**src/rtl/muldiv_pkg.sv**
```systemverilog
// Shared constants and types for the RV32M multiply/divide sequencer.
package muldiv_pkg;

  localparam int DEF_DATA_WIDTH = 32;
  localparam int DEF_CNT_WIDTH  = 6;

  localparam logic [2:0] F3_MUL    = 3'b000;
  localparam logic [2:0] F3_MULH   = 3'b001;
  localparam logic [2:0] F3_MULHSU = 3'b010;
  localparam logic [2:0] F3_MULHU  = 3'b011;
  localparam logic [2:0] F3_DIV    = 3'b100;
  localparam logic [2:0] F3_DIVU   = 3'b101;
  localparam logic [2:0] F3_REM    = 3'b110;
  localparam logic [2:0] F3_REMU   = 3'b111;

  // Divide-by-zero quotient is all ones; replicated to the datapath width.
  localparam logic DIV_ZERO_FILL = 1'b1;

  typedef enum logic [1:0] {
    IDLE,
    CALC,
    FIX,
    DONE
  } state_e;

endpackage

```
**src/rtl/muldiv_sequencer_if.sv**
```systemverilog
// Decoder-to-sequencer handshake bundle; master is the decoder, slave the sequencer.
interface muldiv_sequencer_if
  import muldiv_pkg::*;
#(
  parameter int DATA_WIDTH = DEF_DATA_WIDTH
) ();

  logic                  start_i;
  logic [2:0]            funct3_i;
  logic [DATA_WIDTH-1:0] rs1_data_i;
  logic [DATA_WIDTH-1:0] rs2_data_i;
  logic                  flush_i;
  logic                  busy_o;
  logic                  done_o;
  logic [DATA_WIDTH-1:0] result_o;

  modport master (
    output start_i, funct3_i, rs1_data_i, rs2_data_i, flush_i,
    input  busy_o, done_o, result_o
  );

  modport slave (
    input  start_i, funct3_i, rs1_data_i, rs2_data_i, flush_i,
    output busy_o, done_o, result_o
  );

endinterface

```
**src/rtl/muldiv_step.sv**
```systemverilog
// One iteration of the loop: add-shift for multiply, restoring subtract-shift for divide.
module muldiv_step
  import muldiv_pkg::*;
#(
  parameter int DATA_WIDTH = DEF_DATA_WIDTH
) (
  input  logic                    isDiv_i,
  input  logic [2*DATA_WIDTH-1:0] work_i,
  input  logic [DATA_WIDTH-1:0]   operand_i,
  output logic [2*DATA_WIDTH-1:0] work_o
);

  localparam int W = DATA_WIDTH;

  logic [W:0]   addSum;
  logic [W:0]   remShift;
  logic [W-1:0] remDiff;

  always_comb begin
    addSum   = {1'b0, work_i[2*W-1:W]} + (work_i[0] ? {1'b0, operand_i} : {(W+1){1'b0}});
    // Partial remainder is always below the divisor, so a successful subtract fits in W bits.
    remShift = work_i[2*W-1:W-1];
    remDiff  = remShift[W-1:0] - operand_i;
    if (isDiv_i) begin
      if (remShift >= {1'b0, operand_i}) begin
        work_o = {remDiff, work_i[W-2:0], 1'b1};
      end else begin
        work_o = {remShift[W-1:0], work_i[W-2:0], 1'b0};
      end
    end else begin
      work_o = {addSum, work_i[W-1:1]};
    end
  end

endmodule

```
**src/rtl/muldiv_sequencer.sv**
```systemverilog
// Iterative RV32M multiply/divide sequencer, one bit per clock with sign fix-up.
// Optional build macro MULDIV_ZERO_EARLY_OUT_EN: zero-operand fast path.
module muldiv_sequencer
  import muldiv_pkg::*;
#(
  parameter int DATA_WIDTH = DEF_DATA_WIDTH,
  parameter int CNT_WIDTH  = DEF_CNT_WIDTH
) (
  input  logic               clk,
  input  logic               reset,
  muldiv_sequencer_if.slave  bus
);

  localparam int W = DATA_WIDTH;
  localparam logic [CNT_WIDTH-1:0] LAST_ITER = CNT_WIDTH'(DATA_WIDTH - 1);

  state_e                 state_q;
  logic [CNT_WIDTH-1:0]   cnt_q;
  logic [2*W-1:0]         work_q;
  logic [W-1:0]           operand_q;
  logic [2:0]             op_q;
  logic                   negRes_q;
  logic                   busy_q;
  logic                   done_q;
  logic [W-1:0]           result_q;

  logic                   rs1Signed;
  logic                   rs2Signed;
  logic                   rs1Neg;
  logic                   rs2Neg;
  logic [W-1:0]           rs1Mag;
  logic [W-1:0]           rs2Mag;
  logic                   signedOvf;
  logic                   negRes_d;
  logic                   fastPath_d;
  logic [W-1:0]           fastResult_d;
  logic [2*W-1:0]         stepWork_d;
  logic [2*W-1:0]         product_d;
  logic [W-1:0]           quotient_d;
  logic [W-1:0]           remainder_d;
  logic [W-1:0]           fixResult_d;

  // Operand capture: magnitudes, result sign and fast-path detection on the start request.
  always_comb begin
    rs1Signed = (bus.funct3_i == F3_MULH) || (bus.funct3_i == F3_MULHSU) ||
                (bus.funct3_i == F3_DIV)  || (bus.funct3_i == F3_REM);
    rs2Signed = (bus.funct3_i == F3_MULH) || (bus.funct3_i == F3_DIV) ||
                (bus.funct3_i == F3_REM);
    rs1Neg    = rs1Signed & bus.rs1_data_i[W-1];
    rs2Neg    = rs2Signed & bus.rs2_data_i[W-1];
    rs1Mag    = rs1Neg ? -bus.rs1_data_i : bus.rs1_data_i;
    rs2Mag    = rs2Neg ? -bus.rs2_data_i : bus.rs2_data_i;
    negRes_d  = (bus.funct3_i == F3_REM) ? rs1Neg : (rs1Neg ^ rs2Neg);
    signedOvf = ((bus.funct3_i == F3_DIV) || (bus.funct3_i == F3_REM)) &&
                (bus.rs1_data_i == {1'b1, {(W-1){1'b0}}}) &&
                (bus.rs2_data_i == {W{1'b1}});

    fastPath_d   = 1'b0;
    fastResult_d = '0;
    if (bus.funct3_i[2]) begin
      if (bus.rs2_data_i == '0) begin
        fastPath_d   = 1'b1;
        fastResult_d = bus.funct3_i[1] ? bus.rs1_data_i : {W{DIV_ZERO_FILL}};
      end else if (signedOvf) begin
        fastPath_d   = 1'b1;
        fastResult_d = bus.funct3_i[1] ? '0 : bus.rs1_data_i;
      end
`ifdef MULDIV_ZERO_EARLY_OUT_EN
      else if (bus.rs1_data_i == '0) begin
        fastPath_d = 1'b1;
      end
`endif
    end
`ifdef MULDIV_ZERO_EARLY_OUT_EN
    else if ((bus.rs1_data_i == '0) || (bus.rs2_data_i == '0)) begin
      fastPath_d = 1'b1;
    end
`endif
  end

  muldiv_step #(
    .DATA_WIDTH (W)
  ) uStep (
    .isDiv_i   (op_q[2]),
    .work_i    (work_q),
    .operand_i (operand_q),
    .work_o    (stepWork_d)
  );

  // Sign fix-up and half selection once the loop has finished.
  always_comb begin
    product_d   = negRes_q ? -work_q : work_q;
    quotient_d  = negRes_q ? -work_q[W-1:0] : work_q[W-1:0];
    remainder_d = negRes_q ? -work_q[2*W-1:W] : work_q[2*W-1:W];
    case (op_q)
      F3_MUL:                        fixResult_d = product_d[W-1:0];
      F3_MULH, F3_MULHSU, F3_MULHU:  fixResult_d = product_d[2*W-1:W];
      F3_DIV, F3_DIVU:               fixResult_d = quotient_d;
      default:                       fixResult_d = remainder_d;
    endcase
  end

  // Main FSM; flush beats every other request and never produces a done pulse.
  always_ff @(posedge clk or negedge reset) begin
    if (!reset) begin
      state_q   <= IDLE;
      cnt_q     <= '0;
      work_q    <= '0;
      operand_q <= '0;
      op_q      <= '0;
      negRes_q  <= 1'b0;
      busy_q    <= 1'b0;
      done_q    <= 1'b0;
      result_q  <= '0;
    end else begin
      done_q <= 1'b0;
      if (bus.flush_i) begin
        state_q <= IDLE;
        busy_q  <= 1'b0;
        cnt_q   <= '0;
      end else begin
        case (state_q)
          IDLE: begin
            if (bus.start_i) begin
              op_q      <= bus.funct3_i;
              negRes_q  <= negRes_d;
              operand_q <= bus.funct3_i[2] ? rs2Mag : rs1Mag;
              cnt_q     <= '0;
              busy_q    <= 1'b1;
              if (fastPath_d) begin
                work_q  <= {{W{1'b0}}, fastResult_d};
                state_q <= DONE;
              end else begin
                work_q  <= {{W{1'b0}}, (bus.funct3_i[2] ? rs1Mag : rs2Mag)};
                state_q <= CALC;
              end
            end
          end
          CALC: begin
            work_q <= stepWork_d;
            if (cnt_q == LAST_ITER) begin
              cnt_q   <= '0;
              state_q <= FIX;
            end else begin
              cnt_q <= cnt_q + 1'b1;
            end
          end
          FIX: begin
            work_q  <= {{W{1'b0}}, fixResult_d};
            state_q <= DONE;
          end
          DONE: begin
            result_q <= work_q[W-1:0];
            done_q   <= 1'b1;
            busy_q   <= 1'b0;
            state_q  <= IDLE;
          end
          default: begin
            state_q <= IDLE;
            busy_q  <= 1'b0;
          end
        endcase
      end
    end
  end

  assign bus.busy_o   = busy_q;
  assign bus.done_o   = done_q;
  assign bus.result_o = result_q;

endmodule

```
**src/flat_wrapper.sv**
```systemverilog
// flat-port wrapper written by rule: the top's interface ports become plain ports
module muldiv_sequencer_flat import muldiv_pkg::*;
#(
  parameter int DATA_WIDTH = DEF_DATA_WIDTH,
  parameter int CNT_WIDTH  = DEF_CNT_WIDTH
)
  (clk, reset, bus_start_i, bus_funct3_i, bus_rs1_data_i, bus_rs2_data_i, bus_flush_i, bus_busy_o, bus_done_o, bus_result_o);
  muldiv_sequencer_if #(.DATA_WIDTH(DATA_WIDTH)) bus_i ();
  input  logic clk;
  input  logic reset;
  input wire logic [$bits(bus_i.start_i)-1:0] bus_start_i;
  input wire logic [$bits(bus_i.funct3_i)-1:0] bus_funct3_i;
  input wire logic [$bits(bus_i.rs1_data_i)-1:0] bus_rs1_data_i;
  input wire logic [$bits(bus_i.rs2_data_i)-1:0] bus_rs2_data_i;
  input wire logic [$bits(bus_i.flush_i)-1:0] bus_flush_i;
  output wire logic [$bits(bus_i.busy_o)-1:0] bus_busy_o;
  output wire logic [$bits(bus_i.done_o)-1:0] bus_done_o;
  output wire logic [$bits(bus_i.result_o)-1:0] bus_result_o;
  assign bus_i.start_i = bus_start_i;
  assign bus_i.funct3_i = bus_funct3_i;
  assign bus_i.rs1_data_i = bus_rs1_data_i;
  assign bus_i.rs2_data_i = bus_rs2_data_i;
  assign bus_i.flush_i = bus_flush_i;
  assign bus_busy_o = bus_i.busy_o;
  assign bus_done_o = bus_i.done_o;
  assign bus_result_o = bus_i.result_o;
  muldiv_sequencer #(.DATA_WIDTH(DATA_WIDTH), .CNT_WIDTH(CNT_WIDTH)) u_core (.clk(clk), .reset(reset), .bus(bus_i));
endmodule
```
**config.mk**
```make
export PLATFORM = sky130hd
export DESIGN_NAME = muldiv_sequencer_flat
export DESIGN_NICKNAME = d
export VERILOG_FILES = /design/src/rtl/muldiv_pkg.sv /design/src/rtl/muldiv_sequencer_if.sv /design/src/rtl/muldiv_step.sv /design/src/rtl/muldiv_sequencer.sv /design/src/flat_wrapper.sv
export SDC_FILE = /design/constraint.sdc
export NUM_CORES = 1
export LEC_CHECK = 0
export BUFFER_PORTS_ARGS = -buffer_cell sky130_fd_sc_hd__buf_2
export CORE_ASPECT_RATIO = 1.4
export CORE_UTILIZATION = 24
export DETAILED_ROUTE_END_ITERATION = 8
export GPL_ROUTABILITY_DRIVEN = 0
export PLACE_DENSITY_LB_ADDON = 0.1
export SKIP_CTS_REPAIR_TIMING = 1
export SLEW_MARGIN = 20
export SYNTH_ARGS = -nofsm -noshare
export SYNTH_HDL_FRONTEND = slang
export SYNTH_SLANG_ARGS = --single-unit
```
**constraint.sdc**
```tcl
create_clock -name clk -period 3.3 [get_ports clk]
set_input_delay 0.99 -clock clk [delete_from_list [all_inputs] [get_ports clk]]
set_output_delay 0.99 -clock clk [all_outputs]
set_load 0.02 [all_outputs]
```
==> Word level (Yosys, flattened, before mapping) <==
Index checks and enable logic that the tools add are counted.
{ "word_totals": {"out_inout_bits": 34, "in_bits": 71, "regBits": 142, "word_cells": 103} }
{ "op_classes": {"addsub": 8, "n_eq_ne": 20, "bitwise_logic": 4, "n_reduce_logical": 23, "order_cmp": 1, "n_mux": 37} }
{ "ops": {"columns": ["op", "n"], "rows": [
  ["$mux 32", 13],
  ["$mux 64", 4],
  ["$pmux 64 s3", 1],
  ["$neg 32->32", 4],
  ["$pmux 32 s3", 1],
  ["$eq 32x32->1 const B", 2],
  ["$neg 64->64", 1],
  ["$add 32x33->33", 1],
  ["$ge 33x32->1", 1],
  ["$logic_not 32->1", 1],
  ["$sub 32x32->32", 1],
  ["$mux 6", 3],
  ["$eq 3x3->1 const B", 4],
  ["$pmux 6 s2", 1],
  ["$eq 3x2->1 const B", 3],
  ["$ne 3x2->1 const B", 3],
  ["$reduce_bool 3->1", 3],
  ["$mux 1", 8],
  ["$mux 2", 4],
  ["$pmux 2 s4", 1],
  ["$reduce_and 2->1", 4],
  ["$add 6x1->6 const B", 1],
  ["$eq 3x1->1 const B", 2],
  ["$eq 6x5->1 const B", 1],
  ["16 further kinds", 25]
]} }

==> Logic depth before layout (Yosys ltp) <==
Gate-level depths: netlist of the first run.
{ "logic_depth": {"depth_word": 11, "depth_mapped": 14, "mapped_depth_nobuf": 13} }

==> Cells and area by module <==
From an unflattened synthesis of the first run, not the netlist that was laid out.
{ "hier_totals": {"cells_unflattened": 2170, "hier_area_um2": 16532.1} }
{ "by_module_without_submodules": {"columns": ["module", "seq_area_each_um2", "instances", "cells_per_inst", "area_each_um2"], "rows": [
  ["muldiv_sequencer", 3553.4, 1, 1499, 11833.8],
  ["muldiv_step", 0.0, 1, 671, 4698.3]
]} }

==> Worst setup path after synthesis of the first run <==
No wires, ideal clock.
{ "synth_path": {"path_kind": "input to register", "from": "input port bus_rs1_data_i[11]", "to": "register u_core.work_q[24]", "setup_time_ns": 0.120, "n_path_buf": 3, "required_time_ns": 3.180, "arrival_time_ns": 3.617, "stages": 11, "slack_ns": -0.438, "cell_sequence": "or3_1 or3_1 or2_2 clkbuf_1 o31ai_1 or2_2 buf_4 buf_2 o221ai_1 o21bai_1 o211a_1"} }
{ "synth_between": {"elab_chain_cells": 9, "elab_cells_between_ends": 15, "cone_classes": "1 x add/sub; 1 x eq/ne; 11 x mux; 2 x reduce/logical"} }
{ "synth_lines": {"columns": ["item", "line_no", "text"], "rows": [
  ["start, declared", "flat_wrapper.sv:13", "input wire logic [$bits(bus_i.rs1_data_i)-1:0] bus_rs1_data_i;"],
  ["branches (longest 6 deep; another with $neg 32->32)", null, null],
  ["$mux 32 (*)", "muldiv_sequencer.sv:130", "if (fastPath_d) begin"],
  ["$mux 64 (*)", "muldiv_sequencer.sv:124", "if (bus.start_i) begin"],
  ["$pmux 64 s3 (*)", "muldiv_sequencer.sv:122", "case (state_q)"],
  ["end signal, assigned", "muldiv_sequencer.sv:131", "work_q <= {{W{1'b0}}, fastResult_d};"],
  ["end signal, assigned", "muldiv_sequencer.sv:134", "work_q <= {{W{1'b0}}, (bus.funct3_i[2] ? rs1Mag : rs2Mag)};"],
  ["end signal, assigned", "muldiv_sequencer.sv:140", "work_q <= stepWork_d;"],
  ["end, declared", "muldiv_sequencer.sv:19", "logic [2*W-1:0] work_q;"]
]} }
Mark *: on every way between the ends. The select of a mux whose other input is x is not followed.
A chain may end at the register's enable or synchronous reset.

==> Final worst setup path of the first run <==
{ "layout_path": {"from": "register u_core.operand_q[14]", "to": "register u_core.work_q[36]"} }
{ "layout_between": {"elab_chain_cells": 4} }
{ "layout_lines": {"columns": ["item", "line_no", "text"], "rows": [
  ["start, declared", "muldiv_sequencer.sv:20", "logic [W-1:0] operand_q;"],
  ["start signal, assigned", "muldiv_sequencer.sv:127", "operand_q <= bus.funct3_i[2] ? rs2Mag : rs1Mag;"],
  ["$ge 33x32->1", "muldiv_step.sv:25", "if (remShift >= {1'b0, operand_i}) begin"],
  ["$mux 64", "muldiv_step.sv:25", null],
  ["$mux 64", "muldiv_step.sv:24", "if (isDiv_i) begin"],
  ["$pmux 64 s3", "muldiv_sequencer.sv:122", null]
]} }
Every way passes these cells.

==> impl_results.md, run 1 <==
- Failing checks: negative setup slack
- Max H-tree Level: 4
- Rel. slew slack: 0.4585
- Peak per-stage delay on the critical path: 490 ps
- Root Driver: clkbuf_16
- CP most frequent cell: buf_4
- Drt wl/cell: 23.21 um
- Synth unique cells: 82
- Setup-failing EPs final: 1
- Worst path cell trace: inv_1, ha_1, nand4_1, nor4_4, buf_4, nor2_1, o21ai_1, nor2_2, o31a_4, buf_12, buf_4, a21oi_1, o21ai_0
- 1st-pass router iterations: 6
- Commonest cells in the synthesized netlist: 218 x nor2_1, 208 x o21ai_0, 162 x nand2_1
- Worst hold path class: input port to async pin
- Gr usage total: 0.2338
- Number of flops mapped to enable cells by yosys: 0
- Worst Path Max Fanout: 28
- Crit Path Class: flip-flop to flip-flop
- Clock-pin slew on the worst setup and hold paths: 80 ps
- Top-count cell post-synth: nor2_1
- Nets: around 2600
- Die width: between 200 and 250 um
- PwrDens: 888.7 nW/um^2
- Metal2 WL: 39450 um
- Worst-margin pin slew: 805.3 ps
- Core ar.: about 63000 um^2
- Placed cell areas: 19980 um^2
- Crit end category: flip-flop
- Vias post-DR: 17305
- CTS tree: done
- Io pins: between 100 and 150
- Final Cell Area: 21290 um^2
- Finished Layout Cells: 3316
- Placed cell count: 3279
- Critical-path cell with the highest stage delay: ha_1
- Async set-reset flop share out of synthesis: 1.000
- Tmin final: 3302 ps
- Post-route ant nets: 0
- Met3 WL: 2312 um
- CP required: between 3000 and 4000 ps
- Vias in the first global route: 17641
- Grt ovf: 0
- Leading area contributor after synthesis: dfrtp_1
- DIE AREA: 65090 um^2
- Hpwl dp: 63390 um
- Slew Viols, Final: 0
- Port Buf Inserts: 104
- Setup WS post-layout: -2.093 ps
- Clk Latency, worst-skew pair: roughly 460 ps
- Fmax: 302.8 MHz
- Routed WL: 76970 um
- Die height: 301.5 um
- RSZ-0062 raised after global routing: yes
- First-pass GRT wire length: 113700 um
- # fillers: 6782
- Total power: roughly 19 mW
- Mapped Nets: 2177
- Worst path arrival time: 3650 ps
- Seq/Total Area, Yosys: 0.2311
- Post-route DRC: 0
- Share of the synthesized area in the top cell type: 0.2311
- Max Cap Viol: 0
- Storage cell area: 3567 um^2
- Initial Util: 0.2430
- P_leak: ~9.4 nW
- #FFs+latches synth: 142
- Highest Signal Layer: met4
- Vias per inst: 5.219
- N_diodes: 0
- Clk_skew: roughly 25 ps
- Peak supply drop: roughly 0.41 mV
- Share of layout cells above drive strength 1: 0.3261
- Final Util: 0.3364
- Area of the multi-input gates: approximately 12000 um^2
- Syn Area/Cell: between 7 and 8 um^2
- Cells after Synth: ~2000
- Initial antenna violation count: 1
- DP Worst Slack: -444.7 ps
- Tcrit/Tclk final: 1.001
- Main synth FF type: dfrtp_1
- Yosys warns: 0
- CTS max path bufs: 2
- Status: complete, but fails checks
- Clk sink count: 142
- Synth Cell Area: 15370 um^2
- # rows: 109
- Largest net degree at the start of global routing: 69
- Metal-1 WL: between 30000 and 40000 um
- Top cells by area, synth: dfrtp_1 23%, o21ai_0 6.8%, ha_1 6.0%, xnor2_1 5.5%, mux2_2 5.4%
- CTS Buf Count: 17
- Area grow syn2layout: 38.48%
- Iter 0 DRT Violations: 1099
- Startpoint types: flip-flop
- Fin. Hold Viols: 0
registers in the layout (all words and copies together) (netlist names):
register and cells:
u_core.op_q 3, u_core.negRes_q 1, u_core.bus.result_o 32, u_core.bus.done_o 1
u_core.cnt_q 6, u_core.bus.busy_o 1, u_core.operand_q 32, u_core.work_q 64
u_core.state_q 2
path summary, 6_finish.rpt:
path	start	end	slack, ps	depth (start not counted)
worst max-delay path	u_core.operand_q[14]	u_core.work_q[36]	-2	13
worst min-delay path	reset	u_core.work_q[36]	480	1
worst max register to register	u_core.operand_q[14]	u_core.work_q[36]	-2	13
worst min register to register	u_core.bus.result_o[1]	u_core.bus.result_o[1]	480	2
max in group asynchronous	reset	u_core.operand_q[18]	2100	2
min in group clk	u_core.bus.result_o[1]	u_core.bus.result_o[1]	480	2
kinds of logic (layout without fill, tap and decap cells):
family | count (synthesis) | in the layout | synth area share
AO/OA/AOI/OAI | 664 | 664 | 0.2786
XOR/XNOR | 178 | 178 | 0.1014
adder cells (fa/ha/maj) | 76 | 76 | 0.06283
buffers and inverters | 225 | 679 | 0.05688
flip-flops | 142 | 142 | 0.2311
multiplexers | 98 | 98 | 0.06982
AND/OR/NAND/NOR | 647 | 647 | 0.1994
worst max-delay path: cells and delay by family, from the launching register on:
kind	cells	cell delay [ps]
simple gates	4	740
flops	1	340
compound gates	4	960
fa+ha+maj	1	490
buf+inv	4	650
through the flow:
stage,hold WS [ps],setup TNS [ps]
CTS,477.0,-6161
global placement,459.5,-12170
global route,508.4,-688.8
detailed placement,470.2,-13290
finish,483.4,-2.093
floorplan,448.5,-45.38
per-layer routing:
metal  track usage  vias up
met2        0.4257      476
met3       0.02249      146
met4        0.1390        0
met5             0        -
li1              -     8292
met1        0.2630     8391
cell usage in the layout, fill, tap and decap left out, types with 11 or more instances in the layout:
| cell type | n |
|---|---|
| buf_4 | 442 |
| nor2_1 | 209 |
| o21ai_0 | 179 |
| nand2_1 | 161 |
| a21oi_1 | 147 |
| dfrtp_1 | 131 |
| buf_2 | 103 |
| xnor2_1 | 94 |
| xor2_1 | 81 |
| inv_1 | 74 |
| mux2_2 | 74 |
| ha_1 | 65 |
| nor3_1 | 47 |
| nand4_1 | 36 |
| nand3_1 | 29 |
| o21ai_1 | 27 |
| a21o_1 | 27 |
| o22ai_1 | 26 |
| mux2i_1 | 24 |
| nand2b_1 | 20 |
| or3_1 | 19 |
| nor4_1 | 19 |
| o221ai_1 | 18 |
| clkbuf_16 | 18 |
| o31ai_1 | 17 |
| a31oi_1 | 17 |
| o211ai_1 | 15 |
| nor2b_1 | 14 |
| a211oi_1 | 13 |
| o21bai_1 | 12 |
| o211a_1 | 12 |
| and2_1 | 11 |
| o21a_1 | 11 |
| dfrtp_2 | 11 |
area by class of cell:
class	count	area share
Sequential cell	142	0.1675
Clock inverter	14	0.008169
Tap cell	832	0.04890
Clock buffer	18	0.02016
Multi-Input combinational cell	1663	0.5450
Inverter	81	0.01440
Timing Repair Buffer	566	0.1959
power by group:
part	switching, mW	internal [mW]
sequential	0.653	2.42
clock	0.940	1.14
combinational	8.10	5.66
total	9.69	9.23
Power figures use the tool's default switching activity.
==> run 2, diff against run 1 <==
--- a/config.mk
+++ b/config.mk
@@ -5,6 +5,7 @@
 export SDC_FILE = /design/constraint.sdc
 export NUM_CORES = 1
 export LEC_CHECK = 0
+export ABC_AREA = 1
 export BUFFER_PORTS_ARGS = -buffer_cell sky130_fd_sc_hd__buf_2
 export CORE_ASPECT_RATIO = 1.4
 export CORE_UTILIZATION = 24
==> run 2 against run 1 <==
Against the previous run: the run now ends clean; clock skew fell by 3.7 ps; combinational power barely moved; critical path type unchanged; core utilization fell by 5.5 points; highest routed layer unchanged; clock power barely moved; power rose by 3.0%; worst hold slack got worse by 110 ps.
==> impl_results.md, run 2 <==
- Status: complete, no violations (was complete, but fails checks)
- Final Util: 0.2812 (was 0.3364)
- Area of the multi-input gates: 13220 um^2 (was 11600 um^2)
- Switching share of total power: 0.6158 (was 0.5122)
- P_leak: 11.24 nW (was 9.438 nW)
- Syn Area/Cell: 5.563 um^2 (was 7.574 um^2)
- Grt ovf: 0 (unchanged)
- Iter 0 DRT Violations: 1852 (was 1099)
- Hpwl dp: 89530 um (was 63390 um)
- Top cells by area, synth: nand2_1 24%, dfrtp_1 19%, nor2_1 7.8%, nand3_1 7.5%, inv_1 7.5% (was dfrtp_1 23%, o21ai_0 6.8%, ha_1 6.0%, xnor2_1 5.5%, mux2_2 5.4%)
- Post-route ant nets: 0 (unchanged)
- Total power: 19.48 mW (was 18.92 mW)
- Met3 WL: 4311 um (was 2312 um)
- Number of flops mapped to enable cells by yosys: 0 (unchanged)
- Synth Cell Area: 18820 um^2 (was 15370 um^2)
- Most common cell after layout, fill and taps aside: nand2_1 (was buf_4)
- Largest net degree at the start of global routing: 65 (was 69)
- 1st-pass router iterations: 5 (was 6)
- Gr usage total: 0.2671 (was 0.2338)
- Startpoint types: flip-flop (unchanged)
- Share of the synthesized area in the top cell type: 0.2401 (was 0.2311)
- Fin Setup TNS: 0 ps (was -2.093 ps)
- #FFs+latches synth: 142 (unchanged)
- RSZ-0062 raised after global routing: no (was yes)
- Yosys warns: 0 (unchanged)
- CTS tree: done (unchanged)
- Worst r2r path cells: 12 (was 13)
- Area grow syn2layout: 16.03% (was 38.48%)
- Io pins: 105 (unchanged)
- Main synth FF type: dfrtp_1 (unchanged)
- Initial Util: 0.2423 (was 0.2430)
- Worst path arrival time: 3440 ps (was 3650 ps)
- CTS Buf Count: 17 (unchanged)
- Most frequent cells in the layout: 1204 x nand2_1, 388 x nor2_1, 375 x inv_1, 282 x nand3_1, 204 x o21ai_0 (was 442 x buf_4, 209 x nor2_1, 179 x o21ai_0, 161 x nand2_1, 147 x a21oi_1)
- Cells after Synth: 3383 (was 2030)
- Tmin final: 3057 ps (was 3302 ps)
- Initial antenna violation count: 0 (was 1)
- Crit Path Class: flip-flop to flip-flop (unchanged)
- # fillers: 9125 (was 6782)
- Clock-pin slew on the worst setup and hold paths: 70 ps (was 80 ps)
- Setup WS post-layout: 243.4 ps (was -2.093 ps)
- Commonest cells in the synthesized netlist: 1204 x nand2_1, 389 x nor2_1, 376 x inv_1 (was 218 x nor2_1, 208 x o21ai_0, 162 x nand2_1)
- Share of layout cells above drive strength 1: 0.1089 (was 0.3261)
- Vias per inst: 4.997 (was 5.219)
- Leading area contributor after synthesis: nand2_1 (was dfrtp_1)
- Number of buffers and inverters on the critical path: 0 (was 4)
- Sequential Power Share: 0.171 (was 0.163)
- Async set-reset flop share out of synthesis: 1.000 (unchanged)
- Reg with most FFs: u_core.work_q (unchanged)
- Highest Signal Layer: met4 (unchanged)
- Synth unique cells: 54 (was 82)
- Clk Latency, worst-skew pair: 500 ps (was 460 ps)
- Rel. slew slack: 0.4831 (was 0.4585)
- Metal2 WL: 53550 um (was 39450 um)
- Worst Path Max Fanout: 6 (was 28)
- Max H-tree Level: 4 (unchanged)
- Top-count cell post-synth: nand2_1 (was nor2_1)
- CTS max path bufs: 2 (unchanged)
- CP required: 3680 ps (was 3650 ps)
- Setup-failing EPs final: 0 (was 1)
- PwrDens: 892.1 nW/um^2 (was 888.7 nW/um^2)
- Int Power: 7.486 mW (was 9.230 mW)
- Vias in the first global route: 22368 (was 17641)
- Delay-heaviest family, CP: simple AND/OR/NAND/NOR gates (was compound AO/OA/AOI/OAI gates)
- Fmax: 327.2 MHz (was 302.8 MHz)
- Worst hold path class: input port to async pin (unchanged)
- Mapped Nets: 3530 (was 2177)
- WHS: 369.5 ps (was 483.4 ps)
- Clk pwr share: 0.106 (was 0.110)
- Vias post-DR: 22931 (was 17305)
- DP Worst Slack: 134.9 ps (was -444.7 ps)
- Core ar.: 77670 um^2 (was 63280 um^2)
- Clk sink count: 142 (unchanged)
- Post-route DRC: 0 (unchanged)
- Max Cap Viol: 0 (unchanged)
- N_diodes: 0 (unchanged)
- CP most frequent cell: nand2_1 (was buf_4)
- Routed WL: 106900 um (was 76970 um)
- Port Buf Inserts: 104 (unchanged)
- Root Driver: clkbuf_16 (unchanged)
- Critical-path cell with the highest stage delay: dfrtp_1 (was ha_1)
- Fin. Hold Viols: 0 (unchanged)
- Stages on worst setup path: 12 (was 13)
- Die height: 333.3 um (was 301.5 um)
- Crit end category: flip-flop (unchanged)
- Switching pwr: 12.00 mW (was 9.691 mW)
- Metal-1 WL: 41210 um (was 30470 um)
- Max reg flops: 64 (unchanged)
- Comb pwr share: 0.723 (was 0.727)
- Storage cell area: 3556 um^2 (was 3567 um^2)
- Slew Viols, Final: 0 (unchanged)
- Worst path cell trace: nor2_1, nand2_1, nor2_1, nand2_1, nor2_1, xor2_1, o21ai_0, nand2_1, nand2_1, nand2_1, nand3_1, nand2_1 (was inv_1, ha_1, nand4_1, nor4_4, buf_4, nor2_1, o21ai_1, nor2_2, o31a_4, buf_12, buf_4, a21oi_1, o21ai_0)
- Peak supply drop: 0.3756 mV (was 0.4063 mV)
- Clk_skew: 21.74 ps (was 25.42 ps)
- DIE AREA: 79560 um^2 (was 65090 um^2)
- Tcrit/Tclk final: 0.9262 (was 1.001)
- Seq/Total Area, Yosys: 0.1888 (was 0.2311)
- Worst-margin pin slew: 774.3 ps (was 805.3 ps)
- # rows: 121 (was 109)
- First-pass GRT wire length: 153300 um (was 113700 um)
- Drt wl/cell: 23.29 um (was 23.21 um)
- Peak per-stage delay on the critical path: 530 ps (was 490 ps)
- Die width: 238.7 um (was 215.9 um)
- Nets: 3678 (was 2618)
-- run 2: per-stage QoR --
stage	cell area, um^2	std cells
after floorplan	18820	3383
after global placement	21230	4557
after detailed placement	21230	4557
after CTS	21840	4589
after global routing	21840	4589
final	21840	4589
-- run 2: cells by family after synthesis --
kind of cell | synth area share
compound gates | 0.1489
flops | 0.1888
fa+ha+maj | 0.05132
buf+inv | 0.1094
xor+xnor | 0.02513
simple gates | 0.4764
-- run 2: area by class of cell --
| class | instances | area share |
|---|---|---|
| inverters | 395 | 0.06847 |
| well taps | 1045 | 0.05987 |
| clock buffers | 17 | 0.01948 |
| flip-flops and latches | 142 | 0.1628 |
| clock inverters | 15 | 0.008423 |
| multi-input cells | 2736 | 0.6052 |
| repair buffers | 239 | 0.07569 |
-- run 2: power groups by stage --
stage                     Sequential, mW  Combinational [mW]  Clock [mW]
after floorplan                     3.17                8.34           0
after global routing                3.38                15.3        2.18
after global placement              3.35                14.0           0
final                               3.34                14.1        2.06
after detailed placement            3.35                13.9           0
after CTS                           3.32                14.0        2.13
-- run 2: final timing paths --
kind,start,slack [ps],to
max reg2reg,u_core.work_q[25],240,u_core.work_q[30]
min in group clk,u_core.bus.result_o[24],480,u_core.bus.result_o[24]
max,u_core.work_q[25],240,u_core.work_q[30]
min reg2reg,u_core.bus.result_o[24],480,u_core.bus.result_o[24]
min,reset,370,u_core.work_q[49]
max in group asynchronous,reset,2220,u_core.bus.result_o[10]
-- run 2: routing by layer --
layer	track usage	up-vias
li1	-	11239
met1	0.3001	10752
met2	0.4735	710
met4	0.1792	0
met5	0	-
met3	0.02640	230
